`config.mk`:
```
export PLATFORM = sky130hd
export DESIGN_NAME = data_ram_ctrl_flat
export DESIGN_NICKNAME = d
export VERILOG_FILES = /design/src/rtl/data_ram_pkg.sv /design/src/rtl/data_ram_ctrl_if.sv /design/src/rtl/data_ram_lane_align.sv /design/src/rtl/data_ram_ctrl.sv /design/src/flat_wrapper.sv
export SDC_FILE = /design/constraint.sdc
export NUM_CORES = 1
export LEC_CHECK = 0
export CORE_AREA = 2 2 212 214
export CTS_BUF_LIST = sky130_fd_sc_hd__clkbuf_8
export DETAILED_ROUTE_END_ITERATION = 12
export DIE_AREA = 0 0 214 216
export PLACE_DENSITY_LB_ADDON = 0.1
export SLEW_MARGIN = 20
export SYNTH_ARGS = -nofsm -noshare
export SYNTH_HDL_FRONTEND = slang
export SYNTH_HIERARCHICAL = 1
export SYNTH_SLANG_ARGS = --single-unit
```
`constraint.sdc`:
```
create_clock -name clk -period 6.3 [get_ports clk]
set_clock_uncertainty 0.05 [all_clocks]
set_input_delay 1.89 -clock clk [delete_from_list [all_inputs] [get_ports clk]]
set_output_delay 1.89 -clock clk [all_outputs]
set_load 0.03 [all_outputs]
```
`src/rtl/data_ram_pkg.sv`:
```
// rtl/data_ram_pkg.sv - shared encodings for the MEM-stage data RAM controller
package data_ram_pkg;

    typedef enum logic [1:0] {
        SZ_BYTE = 2'b00,
        SZ_HALF = 2'b01,
        SZ_WORD = 2'b10,
        SZ_BAD  = 2'b11
    } size_e;

    typedef enum logic [1:0] {
        ERR_NONE  = 2'b00,
        ERR_ALIGN = 2'b01,
        ERR_RANGE = 2'b10,
        ERR_SIZE  = 2'b11
    } err_e;

    typedef enum logic [2:0] {
        INIT   = 3'd0,
        IDLE   = 3'd1,
        WAIT   = 3'd2,
        ACCESS = 3'd3,
        RESP   = 3'd4
    } state_e;

    function automatic logic [2:0] size_bytes(input logic [1:0] size);
        case (size)
            SZ_HALF: size_bytes = 3'd2;
            SZ_WORD: size_bytes = 3'd4;
            default: size_bytes = 3'd1;
        endcase
    endfunction

endpackage

```
`src/rtl/data_ram_ctrl_if.sv`:
```
// rtl/data_ram_ctrl_if.sv - request/response bus between the MEM stage and the data RAM
interface data_ram_ctrl_if #(
    parameter int ADDR_W = 32
);
    logic              req_valid;
    logic              req_ready;
    logic              req_we;
    logic [1:0]        req_size;
    logic              req_sign;
    logic [ADDR_W-1:0] req_addr;
    logic [31:0]       req_wdata;
    logic              rsp_valid;
    logic [31:0]       rsp_rdata;
    logic              rsp_err;
    logic [1:0]        rsp_err_code;

    modport master (
        output req_valid, req_we, req_size, req_sign, req_addr, req_wdata,
        input  req_ready, rsp_valid, rsp_rdata, rsp_err, rsp_err_code
    );

    modport slave (
        input  req_valid, req_we, req_size, req_sign, req_addr, req_wdata,
        output req_ready, rsp_valid, rsp_rdata, rsp_err, rsp_err_code
    );
endinterface

```
`src/rtl/data_ram_lane_align.sv`:
```
// rtl/data_ram_lane_align.sv - access checking, big-endian lane steering and load extension
module data_ram_lane_align
    import data_ram_pkg::*;
#(
    parameter int ADDR_W      = 32,
    parameter int DEPTH_BYTES = 64
) (
    input  logic [1:0]        size,
    input  logic              sign,
    input  logic              we,
    input  logic [ADDR_W-1:0] addr,
    input  logic [31:0]       wdata,
    input  logic [31:0]       rd_word,
    output logic [1:0]        err_code,
    output logic [3:0]        wr_en,
    output logic [31:0]       wr_word,
    output logic [31:0]       rdata
);

    // Two spare bits keep addr + nbytes exact even at the very top of the address space.
    localparam logic [ADDR_W+1:0] DEPTH_LIM = (ADDR_W+2)'(DEPTH_BYTES);

    logic [1:0]        off;
    logic [ADDR_W+1:0] end_addr;
    logic [3:0]        lane_en;
    logic [31:0]       ext;
    logic [7:0]        ld_byte;
    logic [15:0]       ld_half;

    assign off      = addr[1:0];
    assign end_addr = {2'b00, addr} + {{(ADDR_W-1){1'b0}}, size_bytes(size)};

    always_comb begin
        err_code = ERR_NONE;
        if (size == SZ_BAD)
            err_code = ERR_SIZE;
        else if ((size == SZ_HALF && addr[0]) || (size == SZ_WORD && off != 2'b00))
            err_code = ERR_ALIGN;
        else if (end_addr > DEPTH_LIM)
            err_code = ERR_RANGE;
    end

    // Bit k of lane_en selects byte offset k, which sits in word bits [31-8k -: 8].
    always_comb begin
        lane_en = 4'b0000;
        wr_word = 32'h0;
        ext     = 32'h0;
        case (off)
            2'd0:    ld_byte = rd_word[31:24];
            2'd1:    ld_byte = rd_word[23:16];
            2'd2:    ld_byte = rd_word[15:8];
            default: ld_byte = rd_word[7:0];
        endcase
        ld_half = off[1] ? rd_word[15:0] : rd_word[31:16];
        case (size)
            SZ_BYTE: begin
                lane_en = 4'b0001 << off;
                wr_word = {4{wdata[7:0]}};
                ext     = {{24{sign & ld_byte[7]}}, ld_byte};
            end
            SZ_HALF: begin
                lane_en = off[1] ? 4'b1100 : 4'b0011;
                wr_word = {2{wdata[15:0]}};
                ext     = {{16{sign & ld_half[15]}}, ld_half};
            end
            SZ_WORD: begin
                lane_en = 4'b1111;
                wr_word = wdata;
                ext     = rd_word;
            end
            default: begin
                lane_en = 4'b0000;
            end
        endcase
    end

    assign wr_en = (we && err_code == ERR_NONE) ? lane_en : 4'b0000;
    assign rdata = (!we && err_code == ERR_NONE) ? ext : 32'h0;

endmodule

```
`src/rtl/data_ram_ctrl.sv`:
```
// rtl/data_ram_ctrl.sv - byte-addressed big-endian data memory with valid/ready request and pulse response
module data_ram_ctrl
    import data_ram_pkg::*;
#(
    parameter int ADDR_W         = 32,
    parameter int DEPTH_BYTES    = 64,
    parameter int WAIT_CYCLES    = 0,
    parameter int CLEAR_ON_RESET = 1
) (
    input logic            clk,
    input logic            rst,
    data_ram_ctrl_if.slave bus
);

    localparam int               WORDS     = DEPTH_BYTES / 4;
    localparam int               IDX_W     = (WORDS > 1) ? $clog2(WORDS) : 1;
    localparam logic [IDX_W-1:0] LAST_IDX  = IDX_W'(WORDS - 1);
    localparam logic [2:0]       WAIT_LOAD = (WAIT_CYCLES > 0) ? 3'(WAIT_CYCLES - 1) : 3'd0;

    state_e            state;
    logic [IDX_W-1:0]  clr_ptr;
    logic [2:0]        wait_cnt;

    logic              c_we;
    logic [1:0]        c_size;
    logic              c_sign;
    logic [ADDR_W-1:0] c_addr;
    logic [31:0]       c_wdata;

    logic [31:0]       acc_rdata;
    logic [1:0]        acc_code;

    logic [31:0]       mem [WORDS];
    logic [IDX_W-1:0]  idx;
    logic [31:0]       rd_word;
    logic [1:0]        err_code;
    logic [3:0]        wr_en;
    logic [31:0]       wr_word;
    logic [31:0]       ld_rdata;

    assign idx     = c_addr[IDX_W+1:2];
    assign rd_word = mem[idx];

    data_ram_lane_align #(
        .ADDR_W      (ADDR_W),
        .DEPTH_BYTES (DEPTH_BYTES)
    ) u_align (
        .size     (c_size),
        .sign     (c_sign),
        .we       (c_we),
        .addr     (c_addr),
        .wdata    (c_wdata),
        .rd_word  (rd_word),
        .err_code (err_code),
        .wr_en    (wr_en),
        .wr_word  (wr_word),
        .rdata    (ld_rdata)
    );

    always_ff @(posedge clk) begin
        if (rst) begin
            state            <= INIT;
            clr_ptr          <= '0;
            wait_cnt         <= 3'd0;
            c_we             <= 1'b0;
            c_size           <= 2'b00;
            c_sign           <= 1'b0;
            c_addr           <= '0;
            c_wdata          <= 32'h0;
            acc_rdata        <= 32'h0;
            acc_code         <= ERR_NONE;
            bus.req_ready    <= 1'b0;
            bus.rsp_valid    <= 1'b0;
            bus.rsp_rdata    <= 32'h0;
            bus.rsp_err      <= 1'b0;
            bus.rsp_err_code <= ERR_NONE;
        end else begin
            bus.rsp_valid <= 1'b0;
            case (state)
                INIT: begin
                    if (CLEAR_ON_RESET == 0 || clr_ptr == LAST_IDX) begin
                        state         <= IDLE;
                        bus.req_ready <= 1'b1;
                    end else begin
                        clr_ptr <= clr_ptr + 1'b1;
                    end
                end
                IDLE: begin
                    if (bus.req_valid) begin
                        c_we          <= bus.req_we;
                        c_size        <= bus.req_size;
                        c_sign        <= bus.req_sign;
                        c_addr        <= bus.req_addr;
                        c_wdata       <= bus.req_wdata;
                        bus.req_ready <= 1'b0;
                        if (WAIT_CYCLES > 0) begin
                            state    <= WAIT;
                            wait_cnt <= WAIT_LOAD;
                        end else begin
                            state <= ACCESS;
                        end
                    end
                end
                WAIT: begin
                    if (wait_cnt == 3'd0)
                        state <= ACCESS;
                    else
                        wait_cnt <= wait_cnt - 1'b1;
                end
                ACCESS: begin
                    acc_rdata <= ld_rdata;
                    acc_code  <= err_code;
                    state     <= RESP;
                end
                RESP: begin
                    // Outputs are published together so the previous response stays intact until now.
                    bus.rsp_valid    <= 1'b1;
                    bus.rsp_rdata    <= acc_rdata;
                    bus.rsp_err      <= (acc_code != ERR_NONE);
                    bus.rsp_err_code <= acc_code;
                    bus.req_ready    <= 1'b1;
                    state            <= IDLE;
                end
                default: begin
                    state         <= INIT;
                    clr_ptr       <= '0;
                    bus.req_ready <= 1'b0;
                end
            endcase
        end
    end

    always_ff @(posedge clk) begin
        if (!rst) begin
            if (state == INIT && CLEAR_ON_RESET != 0) begin
                mem[clr_ptr] <= 32'h0;
            end else if (state == ACCESS) begin
                for (int k = 0; k < 4; k++) begin
                    if (wr_en[k])
                        mem[idx][31-8*k -: 8] <= wr_word[31-8*k -: 8];
                end
            end
        end
    end

endmodule

```
`src/flat_wrapper.sv`:
```
// flat-port wrapper written by rule: the top's interface ports become plain ports
module data_ram_ctrl_flat import data_ram_pkg::*;
#(
    parameter int ADDR_W         = 32,
    parameter int DEPTH_BYTES    = 64,
    parameter int WAIT_CYCLES    = 0,
    parameter int CLEAR_ON_RESET = 1
)
  (clk, rst, bus_req_valid, bus_req_we, bus_req_size, bus_req_sign, bus_req_addr, bus_req_wdata, bus_req_ready, bus_rsp_valid, bus_rsp_rdata, bus_rsp_err, bus_rsp_err_code);
  data_ram_ctrl_if #(.ADDR_W(ADDR_W)) bus_i ();
  input logic clk;
  input logic rst;
  input wire logic [$bits(bus_i.req_valid)-1:0] bus_req_valid;
  input wire logic [$bits(bus_i.req_we)-1:0] bus_req_we;
  input wire logic [$bits(bus_i.req_size)-1:0] bus_req_size;
  input wire logic [$bits(bus_i.req_sign)-1:0] bus_req_sign;
  input wire logic [$bits(bus_i.req_addr)-1:0] bus_req_addr;
  input wire logic [$bits(bus_i.req_wdata)-1:0] bus_req_wdata;
  output wire logic [$bits(bus_i.req_ready)-1:0] bus_req_ready;
  output wire logic [$bits(bus_i.rsp_valid)-1:0] bus_rsp_valid;
  output wire logic [$bits(bus_i.rsp_rdata)-1:0] bus_rsp_rdata;
  output wire logic [$bits(bus_i.rsp_err)-1:0] bus_rsp_err;
  output wire logic [$bits(bus_i.rsp_err_code)-1:0] bus_rsp_err_code;
  assign bus_i.req_valid = bus_req_valid;
  assign bus_i.req_we = bus_req_we;
  assign bus_i.req_size = bus_req_size;
  assign bus_i.req_sign = bus_req_sign;
  assign bus_i.req_addr = bus_req_addr;
  assign bus_i.req_wdata = bus_req_wdata;
  assign bus_req_ready = bus_i.req_ready;
  assign bus_rsp_valid = bus_i.rsp_valid;
  assign bus_rsp_rdata = bus_i.rsp_rdata;
  assign bus_rsp_err = bus_i.rsp_err;
  assign bus_rsp_err_code = bus_i.rsp_err_code;
  data_ram_ctrl #(.ADDR_W(ADDR_W), .DEPTH_BYTES(DEPTH_BYTES), .WAIT_CYCLES(WAIT_CYCLES), .CLEAR_ON_RESET(CLEAR_ON_RESET)) u_core (.clk(clk), .rst(rst), .bus(bus_i));
endmodule
```
==> results.tsv <==
metric	value	unit
status	finished clean	
Most used DFF post-synth	edfxtp_1	
starting DRC count in detailed routing	1980	
Max IR drop VDD	248	uV
Root Driver	clkbuf_8	
post-synthesis cell type with the largest combined area	edfxtp_1	
maximum fanout along the worst path	40	
fraction of registers with async set/reset	0	%
largest net degree at the start of global routing	96	
number of diodes	0	
Post-synth top cells	512 x edfxtp_1, 361 x nand2_1, 180 x a21oi_1, 153 x dfxtp_1, 128 x mux4_2	
average cell area after synthesis	14.3	sq um
WP buf/inv	3	
initial antenna violation count	1	
vias per cell	6.25	
clk sinks	665	
critical path capture point type	register	
Mapped Cells	1917	
Post-Syn Area	0.0274	sq mm
Clock Tree Buf Depth	3	
R2R setup slack	0.52	ns
die area	0.0462	sq mm
Worst Hold Depth	2	
Crit path max-delay family	simple AND/OR/NAND/NOR gates	
CTS H-tree depth	3	
RSZ-0062 raised after global routing	no	
drt wl/cell	24.5	um
worst reg2reg path depth	18	
Period minus WS final	5.78	ns
Pwr Total	8.43	mW
Chip Width	214	um
final antenna-violating net count	0	
Slew HR	26.9	%
RR Endpoint	u_core/mem[12][27]$_DFFE_PP_	
CP max stage delay	0.67	ns
number of synthesis warnings	6	
Hold WC Path Type	register to register	
core footprint	0.0438	sq mm
main combinational cell family by area after synthesis	multiplexers	
DRT Pass-1 Iters	6	
Final Core Density	71.4	%
crit path DAT	6.05	ns
EDFF count, synth	512	
post-synthesis xor/xnor area fraction	0.283	%
Hold Crit Start	u_core/bus.rsp_rdata[21]$_SDFFE_PP0P_	
ratio of cells with drive above 1 in the final layout	19.9	%
CTS clk-pin slew, worst paths	0.06	ns
final instance area	0.0313	sq mm
Final Setup Violations	0	
Tcrit/Tclk final	91.7	%
adder-cell share of the synthesized area	0.612	%
Post-CTS Setup Inserts	0	
post-synthesis register bit count	665	
Max Clk Rate	0.173	GHz
cts hold-fix bufs	0	
Max Cap Viol	0	
Total Routed Length	67200	um
Worst EP required	6.57	ns
Area Overhead vs Synth	14.2	%
startpoint types	register	
syn nets	2000	
first-pass GRT wire length	102000	um
Worst Hold End	u_core/bus.rsp_rdata[21]$_SDFFE_PP0P_	
CTS tree	done	
Placement Rows	77	
dpl cell area	0.0293	sq mm
TritonCTS Buffers	100	
compound-gate portion of the synthesized area	7.82	%
Die Ht	216	um
CTS resizes	0	
Setup TNS	0	ns
I/O pins	108	
HPWL after DPL	44400	um
Synth area leaders	edfxtp_1 56%, dfxtp_1 11%, mux4_2 11%	
placed insts	2566	
crit path max-delay cell type	nor3_2	
post-synthesis mux area share	11.4	%
P_leak	10.9	nW
Pins Over Slew Limit	0	
register area share after synthesis	67.3	%
most numerous cell in the Yosys netlist	edfxtp_1	
worst reg2reg startpoint	u_core/c_size[0]$_SDFFE_PP0P_	
vias in the first global route	16800	
post-synthesis simple-gate area fraction	10.3	%
initial cell density of the core	62.5	%
number of library cell types mapped by synthesis	71	
DR vias	17200	
# DRC	0	
Worst-Margin Slew	1.09	ns
Final Wtd Congestion	0.921	
GRT Residual Overflow	0	
pwr/cell area	269	mW/mm^2
total routing usage reported by global routing	29.5	%
Crit Path Category	register to register	
Cell Count, Final, Fillers Out	2746	
Skew-Pair Late Insertion Delay	0.71	ns
Final Hold Fails	0	
Yosys top cell area share	56.1	%
IO buf count	107	
Nets	2159	
worst-path cell chain	inv_1 > ha_1 > inv_1 > ha_1 > fa_1 > nand3_1 > o22ai_2 > nand4_1 > a221o_1 > nor4_1 > and3_1 > nand4_1 > a21oi_1 > nor4_2 > nor4_4 > buf_4 > mux2_2 > nor3_2	
flip-flops by register name (all words and copies together) (netlist names), 2 cells and up, named ones only:
register	cells
u_core/acc_code	2
u_core/acc_rdata	32
u_core/bus.rsp_err_code	2
u_core/bus.rsp_rdata	32
u_core/c_addr	32
u_core/c_size	2
u_core/c_wdata	32
u_core/clr_ptr	4
u_core/mem	512
u_core/state	3
u_core/wait_cnt	3
worst min-delay path: cells and delay by family (launching register included):
| kind | cells | cell delay [ns] |
|---|---|---|
| AOI/OAI and AO/OA | 1 | 0.05 |
| and+or+nand+nor | 1 | 0.05 |
| DFF | 1 | 0.30 |
where the power goes:
group          switching (mW)  internal [mW]  total [mW]
Clock                    1.64           1.81        3.45
Combinational           0.148          0.101       0.250
Sequential             0.0145           4.71        4.72
routing by layer:
metal / vias to the layer above / GRT usage, % / share of wire, % / wire, um
li1: 7610 / - / - / -
met1: 8495 / 42.5 / 41 / 27900
met2: 928 / 45.2 / 46 / 31200
met3: 130 / 6.12 / 9.2 / 6190
met4: 2 / 10.6 / 2.8 / 1890
met5: - / 0 / 0.019 / 13
layout make-up:
cell class | count | area, sq um
timing repair buffer | 186 | 1700
clock inverter | 67 | 413
sequential | 665 | 18400
fill | 2862 | 12500
inverter | 13 | 48.8
tap | 592 | 741
multi-input combinational | 1110 | 8400
clock buffer | 113 | 1560
cells in the final DEF, fill, tap and decap left out, types with 5 or more instances in the layout:
cell             instances
nand3_1                 12
o211ai_1                 6
a22o_1                   8
dfxtp_1                151
a21oi_1                180
or2_2                    5
clkdlybuf4s50_1        106
a211oi_1                 5
mux4_2                 128
mux2i_2                  6
nor2b_1                 13
clkbuf_8               113
nor3_2                  19
mux2i_1                  5
and3_1                  11
clkinv_1                13
nor2_1                  32
clkinv_2                 9
nand3b_1                 5
edfxtp_1               512
mux2_2                  10
a21oi_2                 21
inv_1                   45
nand2_1                360
and2_1                  45
ha_1                    11
buf_4                   77
nand4_1                 10
a22oi_1                 87
nor3_1                  56
metrics by stage:
step,hold WS (ns),setup slack (ns)
finish,0.403,0.523
global route,0.419,0.154
CTS,0.404,0.519
detailed placement,0.395,0.560
global placement,0.391,0.831
floorplan,0.382,1.45
worst max-delay path by stage:
stage,startpoint,end,cells after the start
final,u_core/c_size[0]$_SDFFE_PP0P_,u_core/mem[12][27]$_DFFE_PP_,18
after global routing,u_core/c_size[0]$_SDFFE_PP0P_,u_core/mem[2][27]$_DFFE_PP_,19
after CTS,u_core/c_size[0]$_SDFFE_PP0P_,u_core/mem[6][6]$_DFFE_PP_,19
after detailed placement,u_core/c_size[0]$_SDFFE_PP0P_,u_core/mem[6][6]$_DFFE_PP_,19
after global placement,u_core/c_size[0]$_SDFFE_PP0P_,u_core/mem[9][4]$_DFFE_PP_,18
after floorplan,u_core/c_size[0]$_SDFFE_PP0P_,u_core/mem[12][10]$_DFFE_PP_,19
kinds of logic (layout without fill, tap and decap cells):
| family | Yosys count | after routing |
|---|---|---|
| DFF | 665 | 665 |
| and+or+nand+nor | 602 | 602 |
| AOI/OAI and AO/OA | 338 | 338 |
| muxes | 149 | 149 |
| buffers and inverters | 142 | 379 |
| adders and majority gates | 13 | 13 |
| xor gates and xnor gates | 8 | 8 |
No activity file was read; power rests on OpenSTA's default activity.
==> patch, RTL diff (same settings) <==
`DEPTH_BYTES` is set to 64 in 3 places; all go to 32.
--- a/src/rtl/data_ram_lane_align.sv
+++ b/src/rtl/data_ram_lane_align.sv
@@ -3,7 +3,7 @@
     import data_ram_pkg::*;
 #(
     parameter int ADDR_W      = 32,
-    parameter int DEPTH_BYTES = 64
+    parameter int DEPTH_BYTES = 32
 ) (
     input  logic [1:0]        size,
     input  logic              sign,
--- a/src/rtl/data_ram_ctrl.sv
+++ b/src/rtl/data_ram_ctrl.sv
@@ -3,7 +3,7 @@
     import data_ram_pkg::*;
 #(
     parameter int ADDR_W         = 32,
-    parameter int DEPTH_BYTES    = 64,
+    parameter int DEPTH_BYTES    = 32,
     parameter int WAIT_CYCLES    = 0,
     parameter int CLEAR_ON_RESET = 1
 ) (
--- a/src/flat_wrapper.sv
+++ b/src/flat_wrapper.sv
@@ -2,7 +2,7 @@
 module data_ram_ctrl_flat import data_ram_pkg::*;
 #(
     parameter int ADDR_W         = 32,
-    parameter int DEPTH_BYTES    = 64,
+    parameter int DEPTH_BYTES    = 32,
     parameter int WAIT_CYCLES    = 0,
     parameter int CLEAR_ON_RESET = 1
 )
Formal check against the unedited RTL: no difference found for any inputs over 4 cycles, from zero or initial values and one cycle with rst high; that may be too few to reach the edited logic, so the function may still have changed.
==> patch against the unedited design <==
- sequential share of layout area fell by 8.3 points
- sequential cell count fell by 258
- via count fell by 30%
- sequential power fell by 38%
- total power fell by 34%
- wire length fell by 33%
- utilization fell by 23 points
- cell area fell by 32%
- cell count fell by 19%
- non-clock buffer count fell by 32
- synthesized area fell by 34%
- setup slack improved by 0.012 ns
- highest routed layer is now met4
==> patch: results (changes against the unedited design) <==
metric;value;unit;change
synth_area_leaders;edfxtp_1 42%, dfxtp_1 17%, nand2_1 5.2%, a21oi_1 4.7%, mux4_2 4.4%;;
pre_cts_ws;0.615;ns;+0.0549 ns
ir_worst_vdd;0.131;mV;-47%
synthTopCellsByCount;256 x edfxtp_1, 252 x nand2_1, 169 x a21oi_1, 151 x dfxtp_1, 58 x nor2_1;;
dp_hpwl;31100;um;-30%
antenna_found_initial;5;;+4
vias_per_cell;5.41;;-13%
highest_layer;met4;;
hold_start;u_core/acc_rdata[4]$_SDFFE_PP0N_;;
grt_max_degree;85;;-11%
reg2reg_to;u_core/mem[4][10]$_DFFE_PP_;;
fillers;3983;;+39%
grt_pass1_wl;69800;um;-32%
clock_latency;0.61;ns;-0.10 ns
drive_above_1_share;16.5;%;-3.4 points
arrival;5.93;ns;-0.12 ns
timing.hold.ws;0.403;ns;+0.000455 ns
power_leakage;0.00700;uW;-36%
synth_nets;1528;;-24%
status;complete, no violations;;
placedCellCount;2087;;-19%
crit_path_top_delay_cell;or4_2;;
grt_use_total;19.7;%;-9.8 points
worstMarginPinSlew;1.06;ns;-0.0271 ns
nNetsFinal;1652;;-23%
drt_iter0_markers;1094;;-45%
ff2ff_path_depth;16;;-2
switching_share;22.7;%;+1.2 points
avgSynthCellArea;12.5;um^2;-12%
-- patch: cell count changes in the layout (fill, tap and decap cells not counted), moves of 44 or more --
| cell | before | now |
|---|---|---|
| nor3_1 | 56 | 12 |
| nand2_1 | 360 | 252 |
| mux4_2 | 128 | 35 |
| a22oi_1 | 87 | 18 |
| edfxtp_1 | 512 | 256 |
-- patch: power groups by stage --
stage | Combinational [uW] | Clock (uW) | Sequential (uW)
6_report | 359 | 2320 | 2920
4_1_cts | 361 | 2390 | 2920
5_1_grt | 382 | 2510 | 2930
2_1_floorplan | 220 | 0 | 2960
3_3_place_gp | 360 | 0 | 2970
3_5_place_dp | 359 | 0 | 2980
-- patch: worst min-delay path, stage by stage, from the launching register on --
cell and delay, ns:
dfxtp_1 0.30, nand2_1 0.05, a21oi_1 0.05
-- patch: logic make-up (layout without fill, tap and decap cells) --
| logic type | count (synthesis) | count (layout) | share of synthesized area, % |
|---|---|---|---|
| and+or+nand+nor | 471 | 471 | 12.8 |
| adders and majority gates | 13 | 13 | 0.941 |
| AOI/OAI and AO/OA | 286 | 286 | 10.2 |
| buffers and inverters | 116 | 294 | 3.24 |
| xor gates and xnor gates | 8 | 8 | 0.387 |
| DFF | 407 | 407 | 59.2 |
| muxes | 143 | 143 | 13.3 |
-- patch: how the worst max path moves through the flow --
stage	depth (start not counted)	endpoint	slack [ns]	start
2_1_floorplan	19	u_core/mem[0][0]$_DFFE_PP_	1.32	u_core/c_size[0]$_SDFFE_PP0P_
3_3_place_gp	16	u_core/mem[4][12]$_DFFE_PP_	0.72	u_core/c_size[0]$_SDFFE_PP0P_
6_report	16	u_core/mem[4][10]$_DFFE_PP_	0.54	u_core/c_size[0]$_SDFFE_PP0P_
3_5_place_dp	16	u_core/mem[4][15]$_DFFE_PP_	0.61	u_core/c_size[0]$_SDFFE_PP0P_
4_1_cts	16	u_core/mem[4][10]$_DFFE_PP_	0.57	u_core/c_size[0]$_SDFFE_PP0P_
5_1_grt	16	u_core/mem[2][30]$_DFFE_PP_	0.18	u_core/c_size[0]$_SDFFE_PP0P_
-- patch: stage by stage --
step                power, uW  utilization (%)
floorplan                3180                -
global placement         3330             45.1
detailed placement       3340             45.1
CTS                      5680             48.2
global route             5820             48.2
finish                   5600             48.2
-- patch: area by class of cell --
| type | count | area share, % |
|---|---|---|
| inverters | 13 | 0.231 |
| multi-input cells | 921 | 32.3 |
| well taps | 592 | 3.50 |
| clock inverters | 47 | 1.31 |
| repair buffers | 154 | 6.78 |
| clock buffers | 80 | 5.21 |
| flip-flops and latches | 407 | 50.7 |
-- patch: per-layer routing --
| layer | vias to the layer above | GRT usage [%] |
|---|---|---|
| li1 | 5658 | - |
| met1 | 5917 | 27.2 |
| met2 | 354 | 31.7 |
| met3 | 58 | 3.48 |
| met4 | 0 | 5.90 |
| met5 | - | 0 |
